$ cat config.mk
export PLATFORM = sky130hd
export DESIGN_NAME = vga_scan_ctrl
export DESIGN_NICKNAME = d
export VERILOG_FILES = /design/src/rtl/vga_pkg.sv /design/src/rtl/vga_timing_counter.sv /design/src/rtl/vga_scan_ctrl.sv
export SDC_FILE = /design/constraint.sdc
export NUM_CORES = 1
export LEC_CHECK = 0
export BUFFER_PORTS_ARGS = -buffer_cell sky130_fd_sc_hd__buf_4
export CAP_MARGIN = 40
export CORE_MARGIN = 10
export CORE_UTILIZATION = 53
export DETAILED_ROUTE_END_ITERATION = 10
export GPL_TIMING_DRIVEN = 1
export PLACE_DENSITY = 0.82
export RECOVER_POWER = 50
export SETUP_SLACK_MARGIN = 0.15
export SYNTH_ARGS = -nofsm -noshare
export SYNTH_HDL_FRONTEND = slang
export SYNTH_HIERARCHICAL = 1
export SYNTH_SLANG_ARGS = --single-unit
$ cat constraint.sdc
create_clock -name clk -period 2.05 [get_ports clk]
set_input_delay 0.41 -clock clk [delete_from_list [all_inputs] [get_ports clk]]
set_output_delay 0.41 -clock clk [all_outputs]
set_load 0.05 [all_outputs]
$ cat src/rtl/vga_pkg.sv
// Shared timing, window and color constants for the 640x480 VGA scan path.
package vga_pkg;

  localparam int unsigned CNT_W = 10;
  localparam int unsigned RGB_W = 8;

  // Horizontal timing in pixels
  localparam int unsigned H_ACTIVE = 640;
  localparam int unsigned H_FP     = 16;
  localparam int unsigned H_SYNC   = 96;
  localparam int unsigned H_BP     = 48;
  localparam int unsigned H_TOTAL  = H_ACTIVE + H_FP + H_SYNC + H_BP;

  // Vertical timing in lines
  localparam int unsigned V_ACTIVE = 480;
  localparam int unsigned V_FP     = 10;
  localparam int unsigned V_SYNC   = 2;
  localparam int unsigned V_BP     = 33;
  localparam int unsigned V_TOTAL  = V_ACTIVE + V_FP + V_SYNC + V_BP;

  // Sync pulse windows, inclusive
  localparam int unsigned H_SYNC_START = H_ACTIVE + H_FP;
  localparam int unsigned H_SYNC_END   = H_SYNC_START + H_SYNC - 1;
  localparam int unsigned V_SYNC_START = V_ACTIVE + V_FP;
  localparam int unsigned V_SYNC_END   = V_SYNC_START + V_SYNC - 1;

  // Playfield window, inclusive
  localparam int unsigned FIELD_X0 = 128;
  localparam int unsigned FIELD_X1 = 511;
  localparam int unsigned FIELD_Y0 = 0;
  localparam int unsigned FIELD_Y1 = 479;

  typedef logic [CNT_W-1:0] cnt_t;
  typedef logic [RGB_W-1:0] rgb_t;

  // RRRGGGBB palette
  localparam rgb_t COLOR_BG     = 8'h00;
  localparam rgb_t COLOR_TILE   = 8'hE0;
  localparam rgb_t COLOR_BARREL = 8'hA8;
  localparam rgb_t COLOR_PLAYER = 8'hFC;

  // Registered DAC-side payload
  typedef struct packed {
    logic hsync;
    logic vsync;
    logic blank_n;
    rgb_t rgb;
  } vga_out_t;

  // Inclusive range test; the wrapped subtraction keeps a zero lower bound free of constant compares
  function automatic logic in_range(input cnt_t x, input cnt_t lo, input cnt_t hi);
    return cnt_t'(x - lo) <= cnt_t'(hi - lo);
  endfunction

endpackage

$ cat src/rtl/vga_timing_counter.sv
// Pixel-phase divider and raster h/v counters with frame wrap pulse.
module vga_timing_counter
  import vga_pkg::*;
(
  input  logic             clk,
  input  logic             reset,
  output logic             pix_en,
  output logic [CNT_W-1:0] hcount,
  output logic [CNT_W-1:0] vcount,
  output logic             frame_tick
);

  logic phase_q, phase_d;
  cnt_t hcount_q, hcount_d;
  cnt_t vcount_q, vcount_d;
  logic frame_tick_q, frame_tick_d;
  logic h_last_c, v_last_c;

  // Next-state: advance the raster one pixel on each strobe, wrapping line and frame
  always_comb begin
    h_last_c     = (hcount_q == CNT_W'(H_TOTAL - 1));
    v_last_c     = (vcount_q == CNT_W'(V_TOTAL - 1));
    phase_d      = ~phase_q;
    hcount_d     = hcount_q;
    vcount_d     = vcount_q;
    frame_tick_d = 1'b0;
    if (phase_q) begin
      if (h_last_c) begin
        hcount_d = '0;
        if (v_last_c) begin
          vcount_d     = '0;
          frame_tick_d = 1'b1;
        end else begin
          vcount_d = vcount_q + CNT_W'(1);
        end
      end else begin
        hcount_d = hcount_q + CNT_W'(1);
      end
    end
  end

  // State register; counters are rewritten every clk so holds are explicit in the _d path
  always_ff @(posedge clk) begin
    if (reset) begin
      phase_q      <= 1'b0;
      hcount_q     <= '0;
      vcount_q     <= '0;
      frame_tick_q <= 1'b0;
    end else begin
      phase_q      <= phase_d;
      hcount_q     <= hcount_d;
      vcount_q     <= vcount_d;
      frame_tick_q <= frame_tick_d;
    end
  end

  assign pix_en     = phase_q;
  assign hcount     = hcount_q;
  assign vcount     = vcount_q;
  assign frame_tick = frame_tick_q;

endmodule

$ cat src/rtl/vga_scan_ctrl.sv
// VGA raster sequencer: playfield window decode, layer priority and aligned DAC output register.
module vga_scan_ctrl
  import vga_pkg::*;
(
  input  logic             clk,
  input  logic             reset,
  input  logic             tile_draw,
  input  logic             player_draw,
  input  logic             barrel_draw,
  output logic [CNT_W-1:0] hcount,
  output logic [CNT_W-1:0] vcount,
  output logic             bounds_draw,
  output logic             pix_en,
  output logic             hsync,
  output logic             vsync,
  output logic             blank_n,
  output logic [RGB_W-1:0] rgb,
  output logic             frame_tick
);

  logic     visible_c;
  vga_out_t out_q, out_d;

  vga_timing_counter u_tc (
    .clk        (clk),
    .reset      (reset),
    .pix_en     (pix_en),
    .hcount     (hcount),
    .vcount     (vcount),
    .frame_tick (frame_tick)
  );

  // Window decode straight off the counter registers, stable for the whole 2-clk pixel
  always_comb begin
    visible_c   = (hcount < CNT_W'(H_ACTIVE)) && (vcount < CNT_W'(V_ACTIVE));
    bounds_draw = visible_c
                  && in_range(hcount, CNT_W'(FIELD_X0), CNT_W'(FIELD_X1))
                  && in_range(vcount, CNT_W'(FIELD_Y0), CNT_W'(FIELD_Y1));
  end

  // Output next-state: syncs, blank and layer priority captured only on the pixel strobe
  always_comb begin
    out_d = out_q;
    if (pix_en) begin
      out_d.hsync   = ~in_range(hcount, CNT_W'(H_SYNC_START), CNT_W'(H_SYNC_END));
      out_d.vsync   = ~in_range(vcount, CNT_W'(V_SYNC_START), CNT_W'(V_SYNC_END));
      out_d.blank_n = visible_c;
      if (!visible_c) begin
        out_d.rgb = '0;
      end else if (player_draw) begin
        out_d.rgb = COLOR_PLAYER;
      end else if (barrel_draw) begin
        out_d.rgb = COLOR_BARREL;
      end else if (tile_draw && bounds_draw) begin
        out_d.rgb = COLOR_TILE;
      end else begin
        out_d.rgb = COLOR_BG;
      end
    end
  end

  // Output register; reset wins over a coincident strobe
  always_ff @(posedge clk) begin
    if (reset) begin
      out_q <= '{hsync: 1'b1, vsync: 1'b1, blank_n: 1'b0, rgb: '0};
    end else begin
      out_q <= out_d;
    end
  end

  assign hsync   = out_q.hsync;
  assign vsync   = out_q.vsync;
  assign blank_n = out_q.blank_n;
  assign rgb     = out_q.rgb;

endmodule

# Word level (Yosys, flattened, before mapping)
# Index checks and enable logic that the tools add are counted.
# op_classes
muxes	7
n_bitwise	4
order_cmp	6
n_eq_ne	2
n_addsub	5
n_reduce_logical	6
# ops
cell	count
8-bit two-way mux	4
10-bit by 1-bit adder with 10-bit output, second input constant	2
10-bit == test, second input constant	2
10-bit by 9-bit <= comparator with 1-bit output, second input constant	2
10-bit two-way mux	2
10-bit by 1-bit <= comparator with 1-bit output, second input constant	1
10-bit by 7-bit <= comparator with 1-bit output, second input constant	1
10-bit < comparator, second input constant	1
10-bit by 9-bit < comparator with 1-bit output, second input constant	1
10-bit subtractor, second input constant	1
10-bit by 8-bit subtractor with 10-bit output, second input constant	1
10-bit by 9-bit subtractor with 10-bit output, second input constant	1
1-bit logical AND	4
1-bit inverter	4
3-bit OR reduction	1
2-bit AND reduction	1
1-bit two-way mux	1
# word_totals
reg_bits	33
inputBits	5
word_cells	38
out_inout_bits	34

# Logic depth before layout (Yosys ltp)
# Gate-level depths: netlist (run 1).
# logic_depth
word_depth	9
ltp_mapped	6

# Modules after synthesis
# The synthesis (run 1) kept the hierarchy.
# modules_own_cells
module	seq_area_each_um2	n_inst	cells_each	area_each_um2
vga_timing_counter	440.4	1	123	1066.0
vga_scan_ctrl	140.1	1	73	558.0

# Worst setup path after synthesis (run 1)
# Ideal clock, no wire load.
# synth_timing
kind	flip-flop to output port
startpoint	register u_tc.hcount_q[7], in the netlist u_tc/hcount[7]
endpoint	output bounds_draw
required_time_ps	1640
stages_incl_launch_ff	6
path_slack_ps	-287
n_path_buf	0
arrival_ps	1927
path_cell_list	dfxtp_1 inv_1 ha_1 nand3_1 nor3_1 o21a_1
# synth_between
elab_chain_cells	4
# synth_rtl
item	line_no	source
from (decl)	vga_timing_counter.sv:14	cnt_t hcount_q, hcount_d;
from (signal assigned)	vga_timing_counter.sv:51	hcount_q <= hcount_d;
10-bit by 8-bit subtractor with 10-bit output or 10-bit < comparator (tied branches)	vga_pkg.sv:52, vga_scan_ctrl.sv:35	
10-bit by 9-bit <= comparator with 1-bit output or 1-bit logical AND (tied branches)	vga_pkg.sv:52, vga_scan_ctrl.sv:35	
1-bit logical AND *	vga_scan_ctrl.sv:37	&& in_range(hcount, CNT_W'(FIELD_X0), CNT_W'(FIELD_X1))
1-bit logical AND *	vga_scan_ctrl.sv:38	&& in_range(vcount, CNT_W'(FIELD_Y0), CNT_W'(FIELD_Y1));
to (decl)	vga_scan_ctrl.sv:12	output logic bounds_draw,
# Every way passes the cells marked *; elsewhere a longest branch is shown, timed or not.

# Final worst setup path (run 1)
# layout_timing
startpoint	register u_tc.hcount_q[8], in the netlist u_tc/hcount[8]
endpoint	output bounds_draw
# Same word-level chain as after synthesis.

==> impl_metrics.tcl, run 1 <==
set metrics [dict create \
    required_ns 1.64 \
    worstPathArrival_ns 1.50 \
    synth_top_area_cell "dfxtp_1" \
    status "completed" \
    r2r_slack_ns 0.29 \
    worst_hold_slack_ns 0.355 \
    fmax_mhz 524 \
    crit_path_max_fanout 5 \
    synth_edf_count 0 \
    root_buffer "clkbuf_4" \
    endpoint_kind "output pin" \
    regToRegEndpoint "u_tc/vcount[5]$_SDFFE_PP0P_" \
    post-route-period-util 0.931 \
    synth.avg_cell_area_um2 8.29 \
    hold_start "player_draw" \
    dp_cells 260 \
    flow.area_growth_from_synthesis_pct 22.6 \
    p_leak_nw 0.722 \
    tns_ns 0 \
    holdPathStages 3 \
    io_pins 39 \
    nets 250 \
    cts_made_buffers 5 \
    die-width_um 75.4 \
    diodes 0 \
    gp_congestion 0.882 \
    die_y_um 75.4 \
    total_power_mw 1.15 \
    synth_common_cells "dfxtp_1 (29), a21oi_1 (16), inv_1 (14)" \
    synthArstFlopShare 0 \
    routedWlPerCell_um 14.7 \
    num_vias 1562 \
    grt.total_usage 0.140 \
    cts.sinks 29 \
    clk_pin_slew_ns 0.09 \
    core_um2 3000 \
    ys_types 45 \
    grt_overflow 0 \
    finalSetupViolations 0 \
    synth-seq-cells 29 \
    worst_pin_slew_ns 0.610 \
    start_util 0.541 \
    ys_top_cells_by_area "dfxtp_1 (36%), ha_1 (6.2%), a21oi_1 (4.9%)" \
    ys_seq_area_frac 0.357 \
    port_buffers 36 \
    clkLatencyLatePin_ns 0.32 \
    fp-row-count 20 \
    finalNonFillerCells 271 \
    critical_path_class "reg2out" \
    clock_skew_ns 0.00653 \
    fp.dieArea_um2 5680 \
    vias_per_cell 5.76 \
    fin_area_um2 1990 \
    hp-class "in2reg" \
    power_density_nw_per_um2 576 \
    r2r_start "u_tc/hcount[0]$_SDFFE_PP0P_" \
    maxCapViolations 0 \
    rsz0062_at_grt "true" \
    clock_path_buffers 2 \
    slew_headroom 0.595 \
    hpwl_mm 2.84 \
    dpl_cell_area_um2 1930 \
    hold_viol 0 \
    netlist_area_um2 1620 \
    first_pass_iters 4 \
    grt_pass1_vias 1434 \
    drv_slew 0 \
    drc 0 \
    synth.most_common_cell "dfxtp_1" \
    layout-drive-gt1-share 0.202 \
    synth-warning-count 6 \
    min_to "rgb[4]$_SDFFE_PP0P_" \
    final_antenna_net_count 0 \
    cts_tree "done" \
    drt-initial-drc-count 121 \
    vdd_drop_max_mv 0.413 \
    start_kind "flop" \
    wirelength_mm 3.99 \
    reg2regPathDepth 5 \
    layout_min_cycle_time_ns 1.91 \
    synth_flop_cell "dfxtp_1" \
    antenna_found_initial 0 \
    synth_top_area_frac 0.357 \
    htreeDepth 2 \
    grt_pass1_wl_mm 6.30 \
    syn_inst 196 \
    grt_max_degree 36 \
]
-- metal layers --
layer / track usage / part of all wire
met1: 0.168 / 0.46
met2: 0.229 / 0.46
met3: 0.0430 / 0.069
met4: 0.0474 / 0.0063
met5: 0 / 0
-- how the worst max path moves through the flow --
stage                                   to  cells after the start  slack, ns                        start
6_report                       bounds_draw                      6       0.14  u_tc/hcount[8]$_SDFFE_PP0P_
5_1_grt                        bounds_draw                      6       0.05  u_tc/hcount[7]$_SDFFE_PP0P_
4_1_cts                        bounds_draw                      6       0.12  u_tc/hcount[8]$_SDFFE_PP0P_
3_5_place_dp   u_tc/vcount[4]$_SDFFE_PP0P_                      5       0.26  u_tc/hcount[0]$_SDFFE_PP0P_
3_3_place_gp   u_tc/vcount[4]$_SDFFE_PP0P_                      5       0.26  u_tc/hcount[0]$_SDFFE_PP0P_
2_1_floorplan                  bounds_draw                      5       0.15  u_tc/hcount[8]$_SDFFE_PP0P_
-- cells by family (layout without fill, tap and decap cells) --
family	Yosys count	count (layout)	share of synthesized area
flops	29	29	0.357
xor+xnor	11	11	0.0593
mux	1	1	0.00616
simple gates	80	80	0.284
fa+ha+maj	8	8	0.0616
compound gates	41	41	0.159
buf+inv	25	66	0.0709
other cells	1	2	0.00231
-- worst max-delay path, cell delays in order, from the launching register on --
cell	delay (ns)
dfxtp_4	0.37
inv_4	0.05
ha_4	0.26
nand3_1	0.07
nor3_1	0.14
o21a_2	0.16
buf_8	0.14
-- per-stage QoR --
stage	setup slack [ns]	utilization
finish	0.142	0.663
global route	0.0521	0.663
CTS	0.122	0.682
detailed placement	0.257	0.642
global placement	0.265	0.642
floorplan	0.150	-
-- report_power, final --
part / internal (mW) / total [mW] / switching, mW
clock: 0.241 / 0.447 / 0.206
sequential: 0.573 / 0.584 / 0.0109
combinational: 0.0232 / 0.115 / 0.0919
total: 0.837 / 1.15 / 0.309
-- layout by cell type, fill, tap and decap left out, drive strengths merged, types with 2 or more instances in the layout --
cell type | Yosys | layout
a21oi | 16 | 16
a41oi | 2 | 2
and3 | 5 | 5
and4 | 4 | 4
buf | 8 | 24
clkbuf | 3 | 27
conb | 1 | 2
dfxtp | 29 | 29
ha | 8 | 8
inv | 14 | 14
nand2 | 12 | 12
nand3 | 9 | 9
nand3b | 3 | 3
nand4 | 9 | 9
nor2 | 10 | 10
nor3 | 13 | 13
o21ai | 8 | 8
o31ai | 4 | 4
o32ai | 4 | 4
or3 | 6 | 6
xnor2 | 2 | 2
xor2 | 9 | 9
-- timing repair --
| action | 4_1_cts | 5_1_grt |
|---|---|---|
| pin swaps | 0 | 1 |
| setup buffers | 2 | 1 |
| hold buffers | 0 | 0 |
| endpoints found under the setup margin | 1 | 7 |
| gates resized for setup | 6 | 2 |
-- flip-flops by register name, indices dropped and copies added (netlist names) --
register         count
blank_n              1
hsync                1
rgb                  4
u_tc/frame_tick      1
u_tc/hcount         10
u_tc/pix_en          1
u_tc/vcount         10
vsync                1
-- final cells by class --
cell class                 count  area, um2
clock buffer                   7       76.3
clock inverter                 1       7.51
fill                         262       1010
inverter                      14       55.1
multi-input combinational    143        953
sequential                    29        594
tap                           33       41.3
timing repair buffer          44        263
Power figures use the tool's default switching activity.
==> inputs of run 2 (changes only) <==
--- a/config.mk
+++ b/config.mk
@@ -11,10 +11,10 @@
 export CORE_UTILIZATION = 53
 export DETAILED_ROUTE_END_ITERATION = 10
 export GPL_TIMING_DRIVEN = 1
+export HOLD_SLACK_MARGIN = 0.1
 export PLACE_DENSITY = 0.82
 export RECOVER_POWER = 50
 export SETUP_SLACK_MARGIN = 0.15
 export SYNTH_ARGS = -nofsm -noshare
 export SYNTH_HDL_FRONTEND = slang
-export SYNTH_HIERARCHICAL = 1
 export SYNTH_SLANG_ARGS = --single-unit
==> run 2 against run 1 <==
Against the previous run: die area grew 2.3%; global-route usage grew 0.97 points; clock skew grew 0.0049 ns; cell count grew 8.9%; critical path depth shrank 1; hold slack lost 0.061 ns; sequential power shrank 2%; worst setup slack lost 0.015 ns; sequential share of layout area shrank 0.97 points; final area grew 10%; synthesized cell count grew 1.0%; count of clock-buffer cells in the layout shrank 1; critical endpoint unchanged; largest cell class unchanged; largest power group unchanged.
==> impl_metrics.tcl, run 2 <==
set metrics [dict create \
    ys_types 41 \
    hpwl_mm 3.04 \
    port_buffers 36 \
    worst_pin_slew_ns 0.624 \
    synth_top_area_cell "dfxtp_1" \
    netlist_area_um2 1670 \
    status "completed" \
    final_cell_mix "buf_4 (27), clkbuf_1 (26), nor2_1 (19)" \
    flow.area_growth_from_synthesis_pct 30.9 \
    cp_slowest_stage_delay_ns 0.37 \
    layout_min_cycle_time_ns 1.92 \
    start_kind "flop" \
    grt_overflow 0 \
    first_pass_iters 4 \
    cp.buffers_inverters 2 \
    io_pins 39 \
    top_layer_used "met4" \
    clock_skew_ns 0.0115 \
    start_util 0.553 \
    grt_pass1_vias 1529 \
    crit_path_max_fanout 3 \
    num_vias 1611 \
    root_buffer "clkbuf_4" \
    gp_congestion 0.812 \
    clock_path_buffers 2 \
    critPathSlowestCell "dfxtp_4" \
    wirelength_mm 4.42 \
    clkLatencyLatePin_ns 0.34 \
    grt_max_degree 15 \
    wl_met3_um 223 \
    synth_top_area_frac 0.347 \
    syn_inst 198 \
    clk_pin_slew_ns 0.09 \
    synth_common_cells "dfxtp_1 (29), nor2_1 (21), nand2_1 (16)" \
    drc 0 \
    power_density_nw_per_um2 471 \
    vias_per_cell 5.46 \
    worstPathArrival_ns 1.51 \
    seqPwrFrac 0.554 \
    slew_headroom 0.586 \
    nets 268 \
    fin_area_um2 2190 \
    core_um2 3030 \
    post-route-period-util 0.938 \
    synth.avg_cell_area_um2 8.46 \
    endpoint_kind "output pin" \
    switching_share 0.302 \
    layout-drive-gt1-share 0.287 \
    drv_slew 0 \
    final_common_cell "buf_4" \
    cp_num_cells 5 \
    clock_power_share 0.324 \
    synthArstFlopShare 0 \
    die-width_um 76.2 \
    finalSetupViolations 0 \
    fmax_mhz 520 \
    power.switching_mw 0.311 \
    grt.total_usage 0.149 \
    synth-seq-cells 29 \
    place_ws_ns 0.134 \
    die_y_um 76.2 \
    synth_edf_count 0 \
    rsz0062_at_grt "true" \
    synth.most_common_cell "dfxtp_1" \
    htreeDepth 2 \
    critical_path_class "reg2out" \
    reg2regPathDepth 11 \
    vdd_drop_max_mv 0.300 \
    hp-class "in2reg" \
    intPower_mw 0.721 \
    cts_made_buffers 5 \
    p_leak_nw 0.864 \
    ys_top_cells_by_area "dfxtp_1 (35%), ha_1 (9.7%), xnor2_1 (5.8%)" \
    hold_viol 0 \
    wl_met2_mm 2.02 \
    antenna_found_initial 0 \
    path_cells "buf_6, o21a_1, nor3_4, and2_4, buf_8" \
    grt_pass1_wl_mm 7.31 \
    holdPathStages 2 \
    worst_slack_ns 0.127 \
    drt-met1-wl_mm 2.07 \
    cp_top_family "flip-flops" \
    tns_ns 0 \
    p_comb_frac 0.122 \
    diodes 0 \
    fp.dieArea_um2 5810 \
    final_antenna_net_count 0 \
    maxCapViolations 0 \
    routedWlPerCell_um 15.0 \
    synth-warning-count 0 \
    ys_seq_area_frac 0.347 \
    drt-initial-drc-count 112 \
    cts_tree "done" \
    dpl_cell_area_um2 2040 \
    required_ns 1.64 \
    fp-row-count 20 \
    cts.sinks 29 \
    synth_flop_cell "dfxtp_1" \
]
[run 2: layer usage]
layer,GRT usage,vias to the layer above
met5,0,-
met4,0.0706,0
met3,0.0436,9
met2,0.241,50
met1,0.177,765
li1,-,787
[run 2: area by class of cell]
| cell class | instances | area (um2) |
|---|---|---|
| multi-input combinational | 148 | 1070 |
| fill | 253 | 836 |
| sequential | 29 | 633 |
| timing repair buffer | 55 | 334 |
| tap | 44 | 55.1 |
| inverter | 11 | 43.8 |
| clock buffer | 6 | 41.3 |
| clock inverter | 2 | 10.0 |
[run 2: final timing paths]
check	start	endpoint	slack [ns]
max	u_tc.hcount[8]$_SDFFE_PP0P_	bounds_draw	0.13
min	reset	u_tc.hcount[1]$_SDFFE_PP0P_	0.29
min reg2reg	blank_n$_SDFFE_PP0P_	blank_n$_SDFFE_PP0P_	0.45
max reg2reg	u_tc.hcount[8]$_SDFFE_PP0P_	rgb[5]$_SDFFE_PP0P_	0.16
[run 2: worst register-to-register path, stage by stage, from the launching register on]
cell and delay (ns):
dfxtp_4 0.37, buf_6 0.12, o21a_1 0.20, nor3_4 0.16
buf_4 0.14, buf_4 0.09, buf_4 0.09, buf_4 0.09
buf_4 0.09, buf_4 0.10, nand3_1 0.13, o21ai_0 0.22
[run 2: through the flow]
step	hold WS, ns	util	instances	power, mW
floorplan	0.562	-	199	0.690
global placement	0.435	0.674	271	0.724
detailed placement	0.439	0.674	271	0.726
CTS	0.288	0.726	290	1.05
global route	0.298	0.724	295	1.08
finish	0.294	0.724	295	1.03
[run 2: cell families after synthesis]
logic type	count (synthesis)	synth area share
DFF	29	0.347
xor gates and xnor gates	17	0.0889
AOI/OAI and AO/OA	29	0.117
other	1	0.00224
adders and majority gates	13	0.0972
and+or+nand+nor	86	0.282
buffers and inverters	22	0.0598
muxes	1	0.00598
[run 2: power by group through the flow]
| stage | Sequential [mW] | Combinational, mW | Clock, mW |
|---|---|---|---|
| after floorplan | 0.633 | 0.0563 | 0 |
| after global placement | 0.590 | 0.134 | 0 |
| after detailed placement | 0.591 | 0.135 | 0 |
| after CTS | 0.575 | 0.136 | 0.338 |
| after global routing | 0.574 | 0.136 | 0.366 |
| final | 0.572 | 0.126 | 0.334 |
[run 2: what timing repair did]
item | 4_1_cts | 5_1_grt
pin swaps | 5 | 6
hold endpoints to repair | 0 | 0
resized for setup | 9 | 15
setup buffers | 11 | 5
hold buffers | 0 | 0
endpoints found under the setup margin | 8 | 11
==> inputs of run 3 (changes only) <==
--- a/config.mk
+++ b/config.mk
@@ -12,7 +12,7 @@
 export DETAILED_ROUTE_END_ITERATION = 10
 export GPL_TIMING_DRIVEN = 1
 export HOLD_SLACK_MARGIN = 0.1
-export PLACE_DENSITY = 0.82
+export PLACE_DENSITY = 0.83
 export RECOVER_POWER = 50
 export SETUP_SLACK_MARGIN = 0.15
 export SYNTH_ARGS = -nofsm -noshare
==> run 3 against run 2 <==
Against the previous run: count of clock-buffer cells in the layout is the same; maximum frequency shrank 1.1%; via count grew 7.3%; hold slack gained 0.015 ns.
==> impl_metrics.tcl, run 3 (synthesis results as in run 2) <==
set metrics [dict create \
    maxCapViolations 0 \
    holdPathStages 2 \
    slew_headroom 0.579 \
    cp_slowest_stage_delay_ns 0.38 \
    core_um2 3030 \
    critical_path_class "reg2out" \
    status "completed" \
    total_power_mw 1.05 \
    power.switching_mw 0.325 \
    routedWlPerCell_um 17.5 \
    dp_cells 273 \
    hpwl_mm 3.16 \
    critPathSlowestCell "dfxtp_4" \
    hold_start "reset" \
    antenna_found_initial 0 \
    p_comb_frac 0.126 \
    worst_hold_slack_ns 0.308 \
    place_ws_ns 0.177 \
    worstPathArrival_ns 1.53 \
    dpl_cell_area_um2 2050 \
    fmax_mhz 514 \
    cts.sinks 29 \
    crit_path_max_fanout 3 \
    gp_congestion 0.828 \
    min_to "u_tc.hcount[1]$_SDFFE_PP0P_" \
    drc 0 \
    nets 273 \
    final_cell_mix "buf_4 (33), clkbuf_1 (26), nor2_1 (17)" \
    grt_pass1_vias 1607 \
    switching_share 0.311 \
    root_buffer "clkbuf_4" \
    layout_min_cycle_time_ns 1.94 \
    reg2regPathDepth 12 \
    r2r_slack_ns 0.14 \
    io_pins 39 \
    drt-initial-drc-count 201 \
    htreeDepth 2 \
    port_buffers 36 \
    die_y_um 76.2 \
    grt_overflow 0 \
    die-width_um 76.2 \
    rsz0062_at_grt "true" \
    vdd_drop_max_mv 0.276 \
    required_ns 1.64 \
    final_antenna_net_count 0 \
    p_leak_nw 0.887 \
    post-route-period-util 0.948 \
    r2r_start "u_tc.hcount[8]$_SDFFE_PP0P_" \
    vias_per_cell 5.76 \
    fp.dieArea_um2 5810 \
    layout-drive-gt1-share 0.320 \
    tns_ns 0 \
    clkLatencyLatePin_ns 0.34 \
    hp-class "in2reg" \
    first_pass_iters 4 \
    num_vias 1728 \
    cp.buffers_inverters 2 \
    finalSetupViolations 0 \
    final_core_util 0.743 \
    clock_power_share 0.328 \
    cts_made_buffers 5 \
    grt_max_degree 15 \
    fp-row-count 20 \
    seqPwrFrac 0.546 \
    worst_slack_ns 0.106 \
    wirelength_mm 5.25 \
    start_kind "flop" \
    clk_pin_slew_ns 0.10 \
    clock_skew_ns 0.0116 \
    grt_pass1_wl_mm 7.91 \
    grt.total_usage 0.161 \
    intPower_mw 0.723 \
    diodes 0 \
    postCtsHoldBufs 0 \
    endpoint_kind "output pin" \
    finalNonFillerCells 300 \
    clock_path_buffers 2 \
    power_density_nw_per_um2 466 \
    flow.area_growth_from_synthesis_pct 34.3 \
    fin_area_um2 2250 \
    start_util 0.553 \
    cp_top_family "flip-flops" \
    worst_pin_slew_ns 0.634 \
    hold_viol 0 \
    cts_tree "done" \
    drv_slew 0 \
    fillers 238 \
    path_cells "inv_4, ha_4, xor2_2, nor2_2, and2_4, buf_8" \
    regToRegEndpoint "rgb[6]$_SDFFE_PP0P_" \
    final_common_cell "buf_4" \
]
==> run 3: how the worst max path moves through the flow <==
stage	from	endpoint	slack (ns)	cells after the start
floorplan	u_tc.hcount[7]$_SDFFE_PP0P_	bounds_draw	0.09	6
detailed placement	u_tc.vcount[7]$_SDFFE_PP0P_	u_tc.vcount[9]$_SDFFE_PP0P_	0.18	5
finish	u_tc.hcount[8]$_SDFFE_PP0P_	bounds_draw	0.11	6
global placement	u_tc.vcount[7]$_SDFFE_PP0P_	u_tc.vcount[9]$_SDFFE_PP0P_	0.21	5
global route	u_tc.hcount[5]$_SDFFE_PP0P_	u_tc.vcount[8]$_SDFFE_PP0P_	0.05	6
CTS	u_tc.hcount[8]$_SDFFE_PP0P_	bounds_draw	0.12	5
==> run 3: metal layers <==
layer | routed length (um) | vias to the layer above | global-route usage
li1 | - | 797 | -
met1 | 2060 | 812 | 0.182
met2 | 2560 | 92 | 0.271
met3 | 369 | 27 | 0.0542
met4 | 257 | 0 | 0.0669
met5 | 0 | - | 0
==> run 3: cell type report <==
cell class                      instances  area, um2  area share
Timing Repair Buffer                   60        368       0.164
Clock inverter                          2       10.0     0.00445
Multi-Input combinational cell        148       1090       0.487
Sequential cell                        29        633       0.282
Tap cell                               44       55.1      0.0245
Inverter                               11       46.3      0.0206
Clock buffer                            6       41.3      0.0184
==> run 3: power groups by stage <==
stage          sequential, mW  combinational [mW]  clock [mW]
3_3_place_gp            0.590               0.136           0
3_5_place_dp            0.591               0.138           0
2_1_floorplan           0.633              0.0563           0
5_1_grt                 0.575               0.139       0.370
6_report                0.573               0.132       0.344
4_1_cts                 0.575               0.138       0.347
==> run 3: repair_timing <==
action,in CTS,in global routing
gates cloned,0,0
endpoints found under the hold margin,0,0
buffers inserted,13,6
setup endpoints to repair,4,11
resized for setup,13,20
pin swaps,5,8
